[src/rtl/sdram_pattern_pkg.sv]
// Shared types and constants for the SDRAM pattern tester.
package sdram_pattern_pkg;

  typedef enum logic [2:0] {
    ST_IDLE,
    ST_WRITE,
    ST_READ,
    ST_DRAIN,
    ST_DONE
  } state_e;

  typedef enum logic [1:0] {
    PAT_INC  = 2'd0,
    PAT_LFSR = 2'd1,
    PAT_ALT  = 2'd2,
    PAT_WALK = 2'd3
  } pattern_e;

  localparam logic [15:0] LFSR_SEED = 16'hACE1;
  // Taps 16,14,13,11 of a right-shifting Fibonacci LFSR sit at bits 0,2,3,5.
  localparam logic [15:0] LFSR_TAPS = 16'h002D;

  function automatic logic [15:0] lfsr_step(input logic [15:0] s);
    return {^(s & LFSR_TAPS), s[15:1]};
  endfunction

endpackage

[src/rtl/sdram_pattern_master_pattern_gen.sv]
// Per-word test pattern generator; data_o is the pattern for the current word index.
module pattern_gen
  import sdram_pattern_pkg::*;
#(
  parameter int unsigned DATA_W = 16
) (
  input  logic              clk_i,
  input  logic              rst_ni,
  input  logic              clear_i,
  input  logic              advance_i,
  input  pattern_e          pattern_i,
  output logic [DATA_W-1:0] data_o
);

  logic [15:0] idx_q, idx_d;
  logic [15:0] lfsr_q, lfsr_d;
  logic [15:0] word;

  always_comb begin
    idx_d  = idx_q;
    lfsr_d = lfsr_q;
    if (clear_i) begin
      idx_d  = '0;
      lfsr_d = LFSR_SEED;
    end else if (advance_i) begin
      idx_d  = idx_q + 16'd1;
      lfsr_d = lfsr_step(lfsr_q);
    end
  end

  always_ff @(posedge clk_i or negedge rst_ni) begin
    if (!rst_ni) begin
      idx_q  <= '0;
      lfsr_q <= LFSR_SEED;
    end else begin
      idx_q  <= idx_d;
      lfsr_q <= lfsr_d;
    end
  end

  always_comb begin
    word = idx_q;
    unique case (pattern_i)
      PAT_INC:  word = idx_q;
      PAT_LFSR: word = lfsr_q;
      PAT_ALT:  word = idx_q[0] ? 16'hAAAA : 16'h5555;
      PAT_WALK: word = 16'd1 << idx_q[3:0];
    endcase
  end

  assign data_o = DATA_W'(word);

endmodule

[src/rtl/sdram_pattern_master.sv]
// Avalon-MM master that writes a pattern over an SDRAM word range, reads it back
// with pipelined reads and reports mismatch statistics.
module sdram_pattern_master
  import sdram_pattern_pkg::*;
#(
  parameter int unsigned ADDR_W   = 25,
  parameter int unsigned DATA_W   = 16,
  parameter int unsigned MAX_PEND = 4,
  parameter int unsigned LEN_W    = 24
) (
  input  logic                  clk_clk,
  input  logic                  reset_reset_n,
  input  logic                  start,
  input  logic [ADDR_W-1:0]     cfg_base,
  input  logic [LEN_W-1:0]      cfg_len,
  input  logic [1:0]            cfg_pattern,
  output logic [ADDR_W-1:0]     avm_address,
  output logic                  avm_read,
  output logic                  avm_write,
  output logic [DATA_W-1:0]     avm_writedata,
  output logic [DATA_W/8-1:0]   avm_byteenable,
  input  logic                  avm_waitrequest,
  input  logic [DATA_W-1:0]     avm_readdata,
  input  logic                  avm_readdatavalid,
  output logic                  busy,
  output logic                  done,
  output logic                  pass,
  output logic [15:0]           err_count,
  output logic [ADDR_W-1:0]     first_err_addr,
  output logic [9:0]            leds
);

  localparam int unsigned PEND_W = $clog2(MAX_PEND + 1);

  state_e              state_q, state_d;
  pattern_e            pat_q, pat_d;
  logic [ADDR_W-1:0]   base_q, base_d, ferr_q, ferr_d;
  logic [LEN_W-1:0]    len_q, len_d, idx_q, idx_d, rx_q, rx_d;
  logic [PEND_W-1:0]   pend_q, pend_d;
  logic [15:0]         err_q, err_d;
  logic                busy_q, busy_d, done_q, done_d, pass_q, pass_d;
  logic [DATA_W-1:0]   iss_data, rsp_data;
  logic                go, wr_acc, rd_acc, rsp_in, last_idx;

  assign go       = start && (state_q == ST_IDLE || state_q == ST_DONE);
  assign wr_acc   = avm_write && !avm_waitrequest;
  assign rd_acc   = avm_read && !avm_waitrequest;
  assign rsp_in   = avm_readdatavalid && (state_q == ST_READ || state_q == ST_DRAIN)
                    && (rx_q != len_q);
  assign last_idx = (idx_q == len_q - LEN_W'(1));

  // Issue-side generator restarts at the WRITE->READ turn so it is ready for reuse.
  pattern_gen #(.DATA_W(DATA_W)) u_iss_gen (
    .clk_i     (clk_clk),
    .rst_ni    (reset_reset_n),
    .clear_i   (go || (wr_acc && last_idx)),
    .advance_i (wr_acc),
    .pattern_i (pat_q),
    .data_o    (iss_data)
  );

  pattern_gen #(.DATA_W(DATA_W)) u_rsp_gen (
    .clk_i     (clk_clk),
    .rst_ni    (reset_reset_n),
    .clear_i   (go),
    .advance_i (rsp_in),
    .pattern_i (pat_q),
    .data_o    (rsp_data)
  );

  always_comb begin
    state_d = state_q;
    pat_d   = pat_q;
    base_d  = base_q;
    len_d   = len_q;
    idx_d   = idx_q;
    rx_d    = rx_q;
    pend_d  = pend_q;
    err_d   = err_q;
    ferr_d  = ferr_q;
    busy_d  = busy_q;
    done_d  = done_q;
    pass_d  = pass_q;
    if (go) begin
      base_d = cfg_base & ~ADDR_W'(1);
      len_d  = cfg_len;
      pat_d  = pattern_e'(cfg_pattern);
      idx_d  = '0;
      rx_d   = '0;
      pend_d = '0;
      err_d  = '0;
      ferr_d = '0;
      if (cfg_len == '0) begin
        state_d = ST_DONE;
        busy_d  = 1'b0;
        done_d  = 1'b1;
        pass_d  = 1'b1;
      end else begin
        state_d = ST_WRITE;
        busy_d  = 1'b1;
        done_d  = 1'b0;
        pass_d  = 1'b0;
      end
    end else begin
      unique case (state_q)
        ST_WRITE: if (wr_acc) begin
          if (last_idx) begin
            idx_d   = '0;
            state_d = ST_READ;
          end else begin
            idx_d = idx_q + LEN_W'(1);
          end
        end
        ST_READ: if (rd_acc) begin
          idx_d = idx_q + LEN_W'(1);
          if (last_idx) state_d = ST_DRAIN;
        end
        ST_DRAIN: if (rx_q == len_q) begin
          state_d = ST_DONE;
          busy_d  = 1'b0;
          done_d  = 1'b1;
          pass_d  = (err_q == '0);
        end
        default: ;
      endcase
      pend_d = pend_q + PEND_W'(rd_acc) - PEND_W'(rsp_in);
      if (rsp_in) begin
        rx_d = rx_q + LEN_W'(1);
        if (avm_readdata != rsp_data) begin
          if (err_q != 16'hFFFF) err_d = err_q + 16'd1;
          if (err_q == '0) ferr_d = base_q + (ADDR_W'(rx_q) << 1);
        end
      end
    end
  end

  always_ff @(posedge clk_clk or negedge reset_reset_n) begin
    if (!reset_reset_n) begin
      state_q <= ST_IDLE;
      pat_q   <= PAT_INC;
      base_q  <= '0;
      len_q   <= '0;
      idx_q   <= '0;
      rx_q    <= '0;
      pend_q  <= '0;
      err_q   <= '0;
      ferr_q  <= '0;
      busy_q  <= 1'b0;
      done_q  <= 1'b0;
      pass_q  <= 1'b0;
    end else begin
      state_q <= state_d;
      pat_q   <= pat_d;
      base_q  <= base_d;
      len_q   <= len_d;
      idx_q   <= idx_d;
      rx_q    <= rx_d;
      pend_q  <= pend_d;
      err_q   <= err_d;
      ferr_q  <= ferr_d;
      busy_q  <= busy_d;
      done_q  <= done_d;
      pass_q  <= pass_d;
    end
  end

  assign avm_write      = (state_q == ST_WRITE);
  assign avm_read       = (state_q == ST_READ) && (pend_q < PEND_W'(MAX_PEND));
  assign avm_address    = base_q + (ADDR_W'(idx_q) << 1);
  assign avm_writedata  = iss_data;
  assign avm_byteenable = '1;

  assign busy           = busy_q;
  assign done           = done_q;
  assign pass           = pass_q;
  assign err_count      = err_q;
  assign first_err_addr = ferr_q;
  assign leds           = {err_q[5:0], done_q & ~pass_q, pass_q, done_q, busy_q};

endmodule

[config.mk]
export PLATFORM = sky130hd
export DESIGN_NAME = sdram_pattern_master
export DESIGN_NICKNAME = d
export VERILOG_FILES = /design/src/rtl/sdram_pattern_pkg.sv /design/src/rtl/sdram_pattern_master_pattern_gen.sv /design/src/rtl/sdram_pattern_master.sv
export SDC_FILE = /design/constraint.sdc
export NUM_CORES = 1
export LEC_CHECK = 0
export BUFFER_PORTS_ARGS = -buffer_cell sky130_fd_sc_hd__buf_2
export CORE_MARGIN = 1
export CORE_UTILIZATION = 41
export DETAILED_ROUTE_END_ITERATION = 8
export PLACE_DENSITY = 0.69
export SKIP_LAST_GASP = 1
export SLEW_MARGIN = 40
export SYNTH_ARGS = -nofsm -noshare
export SYNTH_HDL_FRONTEND = slang
export SYNTH_SLANG_ARGS = --single-unit
[constraint.sdc]
create_clock -name clk_clk -period 4.42 [get_ports clk_clk]
set_input_delay 0.663 -clock clk_clk [delete_from_list [all_inputs] [get_ports clk_clk]]
set_output_delay 0.663 -clock clk_clk [all_outputs]
set_load 0.05 [all_outputs]
==> results of run 1 <==
==> routing by layer <==
metal	GRT usage (%)	up-vias
met5	0	-
met4	6.85	2
met3	2.83	61
met2	35.0	322
met1	31.8	6077
li1	-	6207
==> critical path: cells and delay by family (launching register included) <==
family | cells | cell delay (ns)
AO/OA/AOI/OAI | 7 | 1.46
adder cells (fa/ha/maj) | 2 | 0.60
buffers and inverters | 2 | 0.31
flip-flops | 1 | 0.47
AND/OR/NAND/NOR | 1 | 0.18
==> flip-flops by register name (all words and copies together) (netlist names), 16 cells and up <==
signal            count
err_count            16
u_iss_gen.lfsr_q     16
u_rsp_gen.idx_q      16
idx_q                24
rx_q                 24
len_q                24
first_err_addr       24
u_rsp_gen.lfsr_q     16
base_q               24
u_iss_gen.idx_q      16
==> area by class of cell <==
class                      count  area (µm²)  area share [%]
multi-input combinational   1316        8350            51.3
sequential                   211        5300            32.5
timing repair buffer         189        1070            6.56
clock buffer                  36         727            4.46
tap                          448         561            3.44
inverter                      56         210            1.29
clock inverter                 8        73.8           0.453
==> synthesized netlist by cell type, types with 5 or more instances <==
cell type                   number  area, µm²
sky130_fd_sc_hd__a2111oi_0       5       43.8
sky130_fd_sc_hd__a211oi_1       51        383
sky130_fd_sc_hd__a21o_1         12       90.1
sky130_fd_sc_hd__a21oi_1        75        375
sky130_fd_sc_hd__a31oi_1        15       93.8
sky130_fd_sc_hd__and2_1          8       50.1
sky130_fd_sc_hd__and3_1         15       93.8
sky130_fd_sc_hd__and4_1         12        105
sky130_fd_sc_hd__buf_1           6       22.5
sky130_fd_sc_hd__buf_4          14        105
sky130_fd_sc_hd__clkbuf_1       76        285
sky130_fd_sc_hd__dfrtp_1       195       4880
sky130_fd_sc_hd__dfstp_2        16        420
sky130_fd_sc_hd__ha_1           65        813
sky130_fd_sc_hd__inv_1          55        206
sky130_fd_sc_hd__mux2i_1        10        100
sky130_fd_sc_hd__nand2_1       282       1060
sky130_fd_sc_hd__nand2b_1       18        113
sky130_fd_sc_hd__nand3_1        47        235
sky130_fd_sc_hd__nand3b_1        5       37.5
sky130_fd_sc_hd__nand4_1        25        156
sky130_fd_sc_hd__nor2_1        120        450
sky130_fd_sc_hd__nor2b_1        27        169
sky130_fd_sc_hd__nor3_1         35        175
sky130_fd_sc_hd__nor4_1         24        150
sky130_fd_sc_hd__o211ai_1        8       60.1
sky130_fd_sc_hd__o21a_1         22        165
sky130_fd_sc_hd__o21ai_0        98        490
sky130_fd_sc_hd__o22ai_1        14       87.6
sky130_fd_sc_hd__o31ai_1        19        143
sky130_fd_sc_hd__o32a_1          8       80.1
sky130_fd_sc_hd__o41ai_1         9       78.8
sky130_fd_sc_hd__or2_2           7       43.8
sky130_fd_sc_hd__or3_1          26        163
sky130_fd_sc_hd__or4_1          11       82.6
sky130_fd_sc_hd__xnor2_1        82        718
sky130_fd_sc_hd__xor2_1         85        744
==> power by group <==
group,internal (mW),switching (mW)
Combinational,1.87,3.95
Sequential,2.53,0.857
Clock,1.19,0.827
Total,5.60,5.64
==> cell usage in the layout (no fill, tap or decap), types with 12 or more instances in the layout <==
cell type / Yosys / final
sky130_fd_sc_hd__a211oi_1: 51 / 49
sky130_fd_sc_hd__or3_1: 26 / 26
sky130_fd_sc_hd__and3_1: 15 / 15
sky130_fd_sc_hd__nand2b_1: 18 / 18
sky130_fd_sc_hd__a21oi_1: 75 / 75
sky130_fd_sc_hd__xnor2_1: 82 / 82
sky130_fd_sc_hd__nand4_1: 25 / 25
sky130_fd_sc_hd__nor2b_1: 27 / 27
sky130_fd_sc_hd__clkbuf_16: 0 / 26
sky130_fd_sc_hd__buf_2: 4 / 162
sky130_fd_sc_hd__a31oi_1: 15 / 14
sky130_fd_sc_hd__o21ai_0: 98 / 97
sky130_fd_sc_hd__nor3_1: 35 / 35
sky130_fd_sc_hd__a21o_1: 12 / 12
sky130_fd_sc_hd__o21a_1: 22 / 22
sky130_fd_sc_hd__dfstp_2: 16 / 16
sky130_fd_sc_hd__inv_1: 55 / 55
sky130_fd_sc_hd__o22ai_1: 14 / 14
sky130_fd_sc_hd__ha_1: 65 / 64
sky130_fd_sc_hd__nor2_1: 120 / 118
sky130_fd_sc_hd__o31ai_1: 19 / 18
sky130_fd_sc_hd__nand2_1: 282 / 282
sky130_fd_sc_hd__xor2_1: 85 / 85
sky130_fd_sc_hd__dfrtp_1: 195 / 195
sky130_fd_sc_hd__nand3_1: 47 / 47
sky130_fd_sc_hd__nor4_1: 24 / 23
sky130_fd_sc_hd__buf_4: 14 / 22
==> cells by family (layout without fill, tap and decap cells) <==
group	count (synthesis)	count (layout)	share of synthesized area [%]
DFF	211	211	37.1
adders and majority gates	68	68	6.12
AOI/OAI and AO/OA	386	386	17.8
other	2	4	0.0526
buffers and inverters	161	289	4.93
xor gates and xnor gates	167	167	10.3
and+or+nand+nor	677	677	22.7
muxes	14	14	1.02
==> worst min path at each step <==
stage,startpoint,to,slack [ns],depth (start not counted)
floorplan,reset_reset_n,base_q[10],0.37,0
global placement,first_err_addr[9],first_err_addr[9],0.46,2
detailed placement,first_err_addr[24],first_err_addr[24],0.46,2
CTS,reset_reset_n,len_q[14],0.11,1
global route,reset_reset_n,len_q[20],0.11,1
finish,reset_reset_n,len_q[20],0.05,1
==> stage by stage <==
stage	hold WS, ns	setup slack [ns]	setup TNS (ns)	area, µm²	utilization [%]
after floorplan	0.367	0.524	0	14300	-
after global placement	0.456	0.489	0	15400	45.6
after detailed placement	0.456	0.385	0	15500	45.6
after CTS	0.115	-0.0196	-0.0196	16300	48.0
after global routing	0.110	-0.0321	-0.0321	16300	48.1
final	0.0501	0.183	0	16300	48.1
==> timing repair <==
item | in CTS | in global routing
pin swaps | 0 | 1
endpoints found under the setup margin | 2 | 4
resized for setup | 3 | 8
endpoints found under the hold margin | 0 | 0
==> flow_summary.yaml, run 1 <==
drt:
  met3_wirelength_um: 1970
  drt-total-wl_um: 39900
  drc_errors: 0
  detail_route.wl_per_cell_um: 17.6
  m1WireLength_um: 19100
  detail_route.iter0.violations: 938
  top_layer: "met5"
  met2_wirelength_um: 17600
  routed_via_density: 5.60
  final_antenna_net_count: 0
  dr.pass1.iters: 5
  overall_via_count_from_detail_route: 12700
die:
  initial_utilization_pct: 42.1
  rows: 67
  design.die.area_um2: 35600
  ios: 171
  core_region_area_um2: 33900
  die_y_um: 189
  floorplan.die.width_um: 189
sta:
  rsz0062_at_grt: "true"
  report.final.slew_viol_count: 0
  worst_clock_skew_ns: 0.00773
  final_period_minus_worst_setup_slack_ns: 4.24
  max_freq_mhz: 236
  finalSetupViolCount: 0
  slew_headroom_pct: 47.2
  timing.final.crit_share_pct: 95.9
  finalHoldViolations: 0
  worst-slew-pin-transition_ns: 0.788
yosys:
  synth_enable_flop_cells: 0
  synthesis.instances: 1686
  postSynth.asyncResetShare_pct: 100
  synth_seq_cells: 211
  synth-seq-area-share_pct: 37.1
  synth-main-ff-cell: "sky130_fd_sc_hd__dfrtp_1"
  synth.yosys.warnings: 0
  synthDistinctLibCells: 80
  syn_area_per_cell_um2: 8.46
  synth_area_um2: 14300
cts:
  clk_transition_reported_paths_ns: 0.06
  cts_tree: "yes"
  cts_hold_buffers: 0
  clockBufferDepth: 3
  postCtsSetupRepairBufs: 0
  htreeDepth: 1
  cts-root-buf: "sky130_fd_sc_hd__clkbuf_16"
  cts_made_buffers: 25
  clock_latency_on_the_worst_skew_pair_ns: 0.53
  sinks_on_the_clock_net: 211
grt:
  first_pass_grt_wire_length_um: 64300
  gr-usage-all-layers_pct: 22.3
  grt_pass1_vias: 12000
  grt_start_max_net_pins: 172
  grt-ovfl-total: 0
  grt_antenna_before_repair: 1
setup_path:
  cp_max_fo: 7
  crit_path_end_kind: "output pin"
  critical_path_at_ns: 3.57
  cp-endpoint: "avm_address[23]"
  timing.critical_path.slowest_stage_cell: "sky130_fd_sc_hd__dfrtp_1"
  worst-r2r-setup-slack_ns: 0.61
  critPathRequiredTime_ns: 3.76
  cp_cell_sequence: "ha_1 -> inv_1 -> fa_1 -> nor2b_1 -> o2111ai_1 -> a211oi_2 -> o21ai_0 -> a31oi_2 -> o41ai_2 -> a2111o_1 -> o211ai_1 -> clkbuf_4"
  worstSetupStartpoint: "idx_q[0]"
  worstReg2RegEnd: "u_iss_gen.idx_q[4]"
  category_of_the_worst_setup_path_launch_point: "register"
  rr_startpoint: "len_q[7]"
  critPathKind: "reg2out"
  timing.reg2reg.worst_path_depth: 9
  slowest_delay_ns: 0.47
power:
  power.static_leakage_nw: 7.40
  peakVddDrop_mv: 0.672
  p_total_mw: 11.2
  power_density_nw_per_um2: 690
finish:
  final-instance-count-excl-fill: 2264
  syn_to_final_growth_pct: 14.2
  filler_cell_count: 3287
  drive_gt1_share_pct: 15.1
  design.final.nets: 1939
  antenna-diode-count: 0
status:
  run_status: "complete, no violations"
placement:
  numPortBuffers: 165
  gp_congestion: 0.904
  dpl.cell_count: 2220
  hpwl_um: 29400
job:
  max_cap_violations: 0
hold_path:
  worst_hold_path_type: "in2async"
No activity file was read; power rests on OpenSTA's default activity.
==> run 2: changes to the inputs <==
==> constraint.sdc (replaced) <==
create_clock -name clk_clk -period 3.9 [get_ports clk_clk]
set_input_delay 0.585 -clock clk_clk [delete_from_list [all_inputs] [get_ports clk_clk]]
set_output_delay 0.585 -clock clk_clk [all_outputs]
set_load 0.05 [all_outputs]
==> flow_summary.yaml, run 2 (same netlist as run 1, synthesis figures left out) <==
status:
  run_status: "complete, no violations"
grt:
  grt_start_max_net_pins: 172
  grt_antenna_before_repair: 0
  first_pass_grt_wire_length_um: 65700
  gr-usage-all-layers_pct: 22.8
  grt-ovfl-total: 0
  grt_pass1_vias: 12100
finish:
  design.final.nets: 1965
  commonest_non_fill_non_tap_cells_in_the_layout: "282 x sky130_fd_sc_hd__nand2_1, 193 x sky130_fd_sc_hd__dfrtp_1, 158 x sky130_fd_sc_hd__buf_2"
  final-instance-count-excl-fill: 2291
  filler_cell_count: 3257
  syn_to_final_growth_pct: 16.8
  finalCoreUtilization_pct: 49.2
  layout_commonest_cell: "sky130_fd_sc_hd__nand2_1"
  antenna-diode-count: 0
  finalInstanceArea_um2: 16700
  drive_gt1_share_pct: 17.7
job:
  max_cap_violations: 0
sta:
  slew_headroom_pct: 46.3
  worst_hold_margin_ns: 0.0886
  report.final.slew_viol_count: 0
  final_critical_path_setup_slack_ns: 0.00251
  final_period_minus_worst_setup_slack_ns: 3.90
  max_freq_mhz: 257
  worst-slew-pin-transition_ns: 0.797
  worst_clock_skew_ns: 0.0141
  rsz0062_at_grt: "true"
  finalHoldViolations: 0
  finalSetupViolCount: 0
  timing.final.crit_share_pct: 99.9
  setup_total_negative_slack_ns: 0
cts:
  clock_latency_on_the_worst_skew_pair_ns: 0.53
  cts_hold_buffers: 0
  cts_made_buffers: 25
  clockBufferDepth: 3
  cts-root-buf: "sky130_fd_sc_hd__clkbuf_16"
  htreeDepth: 1
  clk_transition_reported_paths_ns: 0.06
  sinks_on_the_clock_net: 211
  cts_tree: "yes"
drt:
  final_antenna_net_count: 0
  routed_via_density: 5.59
  drc_errors: 0
  detail_route.wl_per_cell_um: 17.9
  dr.pass1.iters: 7
  drt-total-wl_um: 40900
  overall_via_count_from_detail_route: 12800
  detail_route.iter0.violations: 1029
die:
  ios: 171
  die_y_um: 189
  core_region_area_um2: 33900
  rows: 67
  initial_utilization_pct: 42.1
  floorplan.die.width_um: 189
  design.die.area_um2: 35600
setup_path:
  critPathKind: "reg2out"
  slowest_delay_ns: 0.43
  timing.critical_path.slowest_stage_cell: "sky130_fd_sc_hd__dfrtp_1"
  crit_path_end_kind: "output pin"
  cp_max_fo: 3
  cp_cell_sequence: "ha_4 -> a2111oi_4 -> o211ai_1 -> a211oi_2 -> nor4b_4 -> a311oi_2 -> o21ai_2 -> o41a_1 -> xnor2_1 -> buf_4"
  critical_path_at_ns: 3.31
  critPathRequiredTime_ns: 3.31
  category_of_the_worst_setup_path_launch_point: "register"
power:
  power_density_nw_per_um2: 779
  peakVddDrop_mv: 0.597
  p_total_mw: 13.0
  power.static_leakage_nw: 7.57
placement:
  dpl.cell_count: 2237
  placedInstanceArea_um2: 15600
  numPortBuffers: 165
  hpwl_um: 30300
  place_worst_setup_slack_ns: -0.0177
  gp_congestion: 0.929
hold_path:
  worst_hold_path_type: "in2async"
[run 2: metal layers]
| metal | share of wire [%] | global-route usage [%] | routed length, µm |
|---|---|---|---|
| met4 | 1.6 | 4.53 | 642 |
| met3 | 5.0 | 2.94 | 2050 |
| met2 | 46 | 36.2 | 18700 |
| met5 | 0 | 0 | 0 |
| met1 | 48 | 33.1 | 19500 |
[run 2: final cells by class]
class	instances	area, µm²	area share (%)
inverter	56	210	1.26
clock buffer	33	716	4.29
clock inverter	12	125	0.751
timing repair buffer	215	1260	7.57
multi-input combinational	1316	8490	50.9
sequential	211	5300	31.8
tap	448	561	3.36
[run 2: path summary, 6_finish.rpt]
path,startpoint,to,slack (ns),depth (start not counted)
setup / recovery,base_q[12],avm_address[24],0.003,10
hold / removal,reset_reset_n,len_q[17],0.09,1
setup reg to reg,len_q[8],u_iss_gen.idx_q[7],0.28,9
hold reg to reg,first_err_addr[24],first_err_addr[24],0.46,2
max in group asynchronous,reset_reset_n,u_iss_gen.lfsr_q[15],2.83,2
min in group clk_clk,cfg_base[17],base_q[17],0.25,3
[run 2: what timing repair did]
action | CTS | global route
setup buffers | 3 | 6
resized for setup | 18 | 27
pin swaps | 6 | 13
setup endpoints to repair | 8 | 8
[run 2: power by group]
part	switching [mW]	total [mW]	internal, mW	leakage, nW
clock network	0.964	2.39	1.42	0.410
registers	0.862	3.73	2.87	2.74
logic	4.64	6.88	2.24	4.41
total	6.46	13.0	6.53	7.57
[run 2: critical path, delay by kind of cell, from the launching register on]
family | cells | cell delay, ns
XOR/XNOR | 1 | 0.15
AO/OA/AOI/OAI | 6 | 1.69
flip-flops | 1 | 0.43
adder cells (fa/ha/maj) | 1 | 0.20
AND/OR/NAND/NOR | 1 | 0.10
buffers and inverters | 1 | 0.22
==> run 3: changes to the inputs <==
--- a/config.mk
+++ b/config.mk
@@ -5,7 +5,7 @@
 export SDC_FILE = /design/constraint.sdc
 export NUM_CORES = 1
 export LEC_CHECK = 0
-export BUFFER_PORTS_ARGS = -buffer_cell sky130_fd_sc_hd__buf_2
+export BUFFER_PORTS_ARGS = -buffer_cell sky130_fd_sc_hd__clkbuf_2
 export CORE_MARGIN = 1
 export CORE_UTILIZATION = 41
 export DETAILED_ROUTE_END_ITERATION = 8
==> flow_summary.yaml, run 3 (same netlist as run 1, synthesis figures left out) <==
die:
  core_region_area_um2: 33900
  ios: 171
  floorplan.die.width_um: 189
  die_y_um: 189
  rows: 67
  design.die.area_um2: 35600
  initial_utilization_pct: 42.1
setup_path:
  crit_path_end_kind: "output pin"
  kind_of_cell_adding_the_most_delay_to_the_critical_path: "compound AO/OA/AOI/OAI gates"
  critPathBufInv: 2
  category_of_the_worst_setup_path_launch_point: "register"
  critPathKind: "reg2out"
  critical_path_at_ns: 3.30
  cp_max_fo: 3
  timing.critical_path.slowest_stage_cell: "sky130_fd_sc_hd__dfrtp_1"
  critPathRequiredTime_ns: 3.31
  slowest_delay_ns: 0.43
  cp_cell_sequence: "ha_4 -> a2111oi_4 -> o211ai_1 -> a211oi_1 -> buf_4 -> nor4b_4 -> a311oi_2 -> o21ai_2 -> o41a_1 -> xnor2_2 -> buf_12"
sta:
  finalHoldViolations: 0
  max_freq_mhz: 258
  final_period_minus_worst_setup_slack_ns: 3.88
  worst_clock_skew_ns: 0.0163
  worst-slew-pin-transition_ns: 0.834
  report.final.slew_viol_count: 0
  finalSetupViolCount: 0
  timing.final.crit_share_pct: 99.5
  slew_headroom_pct: 44.2
  setup_total_negative_slack_ns: 0
  rsz0062_at_grt: "true"
cts:
  cts_hold_buffers: 0
  cts_tree: "yes"
  clockBufferDepth: 3
  sinks_on_the_clock_net: 211
  clk_transition_reported_paths_ns: 0.06
  cts_made_buffers: 25
  clock_latency_on_the_worst_skew_pair_ns: 0.52
  cts-root-buf: "sky130_fd_sc_hd__clkbuf_16"
  htreeDepth: 1
finish:
  final-instance-count-excl-fill: 2286
  syn_to_final_growth_pct: 16.9
  design.final.nets: 1960
  drive_gt1_share_pct: 17.2
  antenna-diode-count: 0
  layout_commonest_cell: "sky130_fd_sc_hd__nand2_1"
  filler_cell_count: 3268
  commonest_non_fill_non_tap_cells_in_the_layout: "282 x sky130_fd_sc_hd__nand2_1, 192 x sky130_fd_sc_hd__dfrtp_1, 157 x sky130_fd_sc_hd__clkbuf_2"
placement:
  hpwl_um: 30400
  dpl.cell_count: 2237
  gp_congestion: 0.918
  numPortBuffers: 165
grt:
  grt_start_max_net_pins: 151
  grt_pass1_vias: 12200
  grt-ovfl-total: 0
  first_pass_grt_wire_length_um: 65900
  grt_antenna_before_repair: 0
  gr-usage-all-layers_pct: 22.8
power:
  power.share.switching_pct: 49.0
  power.share.clock_pct: 19.1
  power_density_nw_per_um2: 785
  power.combinational.fraction_pct: 52.5
  peakVddDrop_mv: 0.689
  p_seq_share_pct: 28.4
  power_report.internal_total_mw: 6.68
  power.static_leakage_nw: 7.55
  switchingPower_mw: 6.42
drt:
  detail_route.wl_per_cell_um: 17.9
  overall_via_count_from_detail_route: 12900
  final_antenna_net_count: 0
  drt-total-wl_um: 40800
  detail_route.iter0.violations: 1013
  drc_errors: 0
  routed_via_density: 5.63
  dr.pass1.iters: 5
job:
  max_cap_violations: 0
status:
  run_status: "complete, no violations"
hold_path:
  worst_hold_path_type: "in2async"
-- run 3: timing repair --
| action | 4_1_cts | 5_1_grt |
|---|---|---|
| setup endpoints to repair | 8 | 8 |
| pin swaps | 6 | 1 |
| gates resized for setup | 21 | 21 |
| gates cloned | 0 | 0 |
| setup buffers | 4 | 0 |
-- run 3: cell type report --
class,instances,area [µm²],share of cell area (%)
clock buffer,36,737,4.42
clock inverter,9,150,0.900
inverter,56,210,1.26
multi-input combinational,1316,8470,50.8
sequential,211,5300,31.8
tap,448,561,3.36
timing repair buffer,210,1240,7.46
-- run 3: power groups by stage --
stage	logic [mW]	clock network, mW	registers (mW)
final	6.88	2.50	3.72
after global routing	7.49	2.64	3.83
after CTS	6.83	2.54	3.70
after detailed placement	6.73	0	3.74
after global placement	6.65	0	3.71
after floorplan	4.82	0	3.79
-- run 3: worst reg2reg max path, delay by kind of cell (launching register included) --
family          cells  cell delay, ns
simple gates        5            2.30
compound gates      3            0.51
buf+inv             1            0.24
flops               1            0.44
-- run 3: metrics by stage --
step / hold WS (ns) / power (mW) / instance area [µm²] / utilization, % / setup slack (ns)
3_3_place_gp: 0.459 / 10.4 / 15600 / 46.0 / 0.166
3_5_place_dp: 0.460 / 10.5 / 15600 / 46.0 / 0.127
4_1_cts: 0.157 / 13.1 / 16600 / 49.0 / -0.0344
6_report: 0.0702 / 13.1 / 16700 / 49.3 / 0.0197
5_1_grt: 0.128 / 14.0 / 16700 / 49.3 / -0.112
2_1_floorplan: 0.289 / 8.61 / 14300 / - / 0.0819
-- run 3: routing by layer --
layer | vias up | share of wire (%) | GRT usage [%]
met2 | 379 | 44 | 35.0
met1 | 6167 | 47 | 33.0
met5 | - | 0 | 0
li1 | 6244 | - | -
met4 | 0 | 3.5 | 7.79
met3 | 69 | 5.3 | 2.91
-- run 3: path summary, 6_finish.rpt --
path | start | to | slack [ns] | cells past startpoint
max | base_q[13] | avm_address[24] | 0.02 | 11
min | reset_reset_n | idx_q[23] | 0.07 | 1
max reg2reg | len_q[9] | state_q[1] | 0.35 | 9
min reg2reg | first_err_addr[24] | first_err_addr[24] | 0.47 | 2
max in group asynchronous | reset_reset_n | u_rsp_gen.lfsr_q[0] | 2.77 | 2
min in group clk_clk | cfg_base[15] | base_q[15] | 0.25 | 3
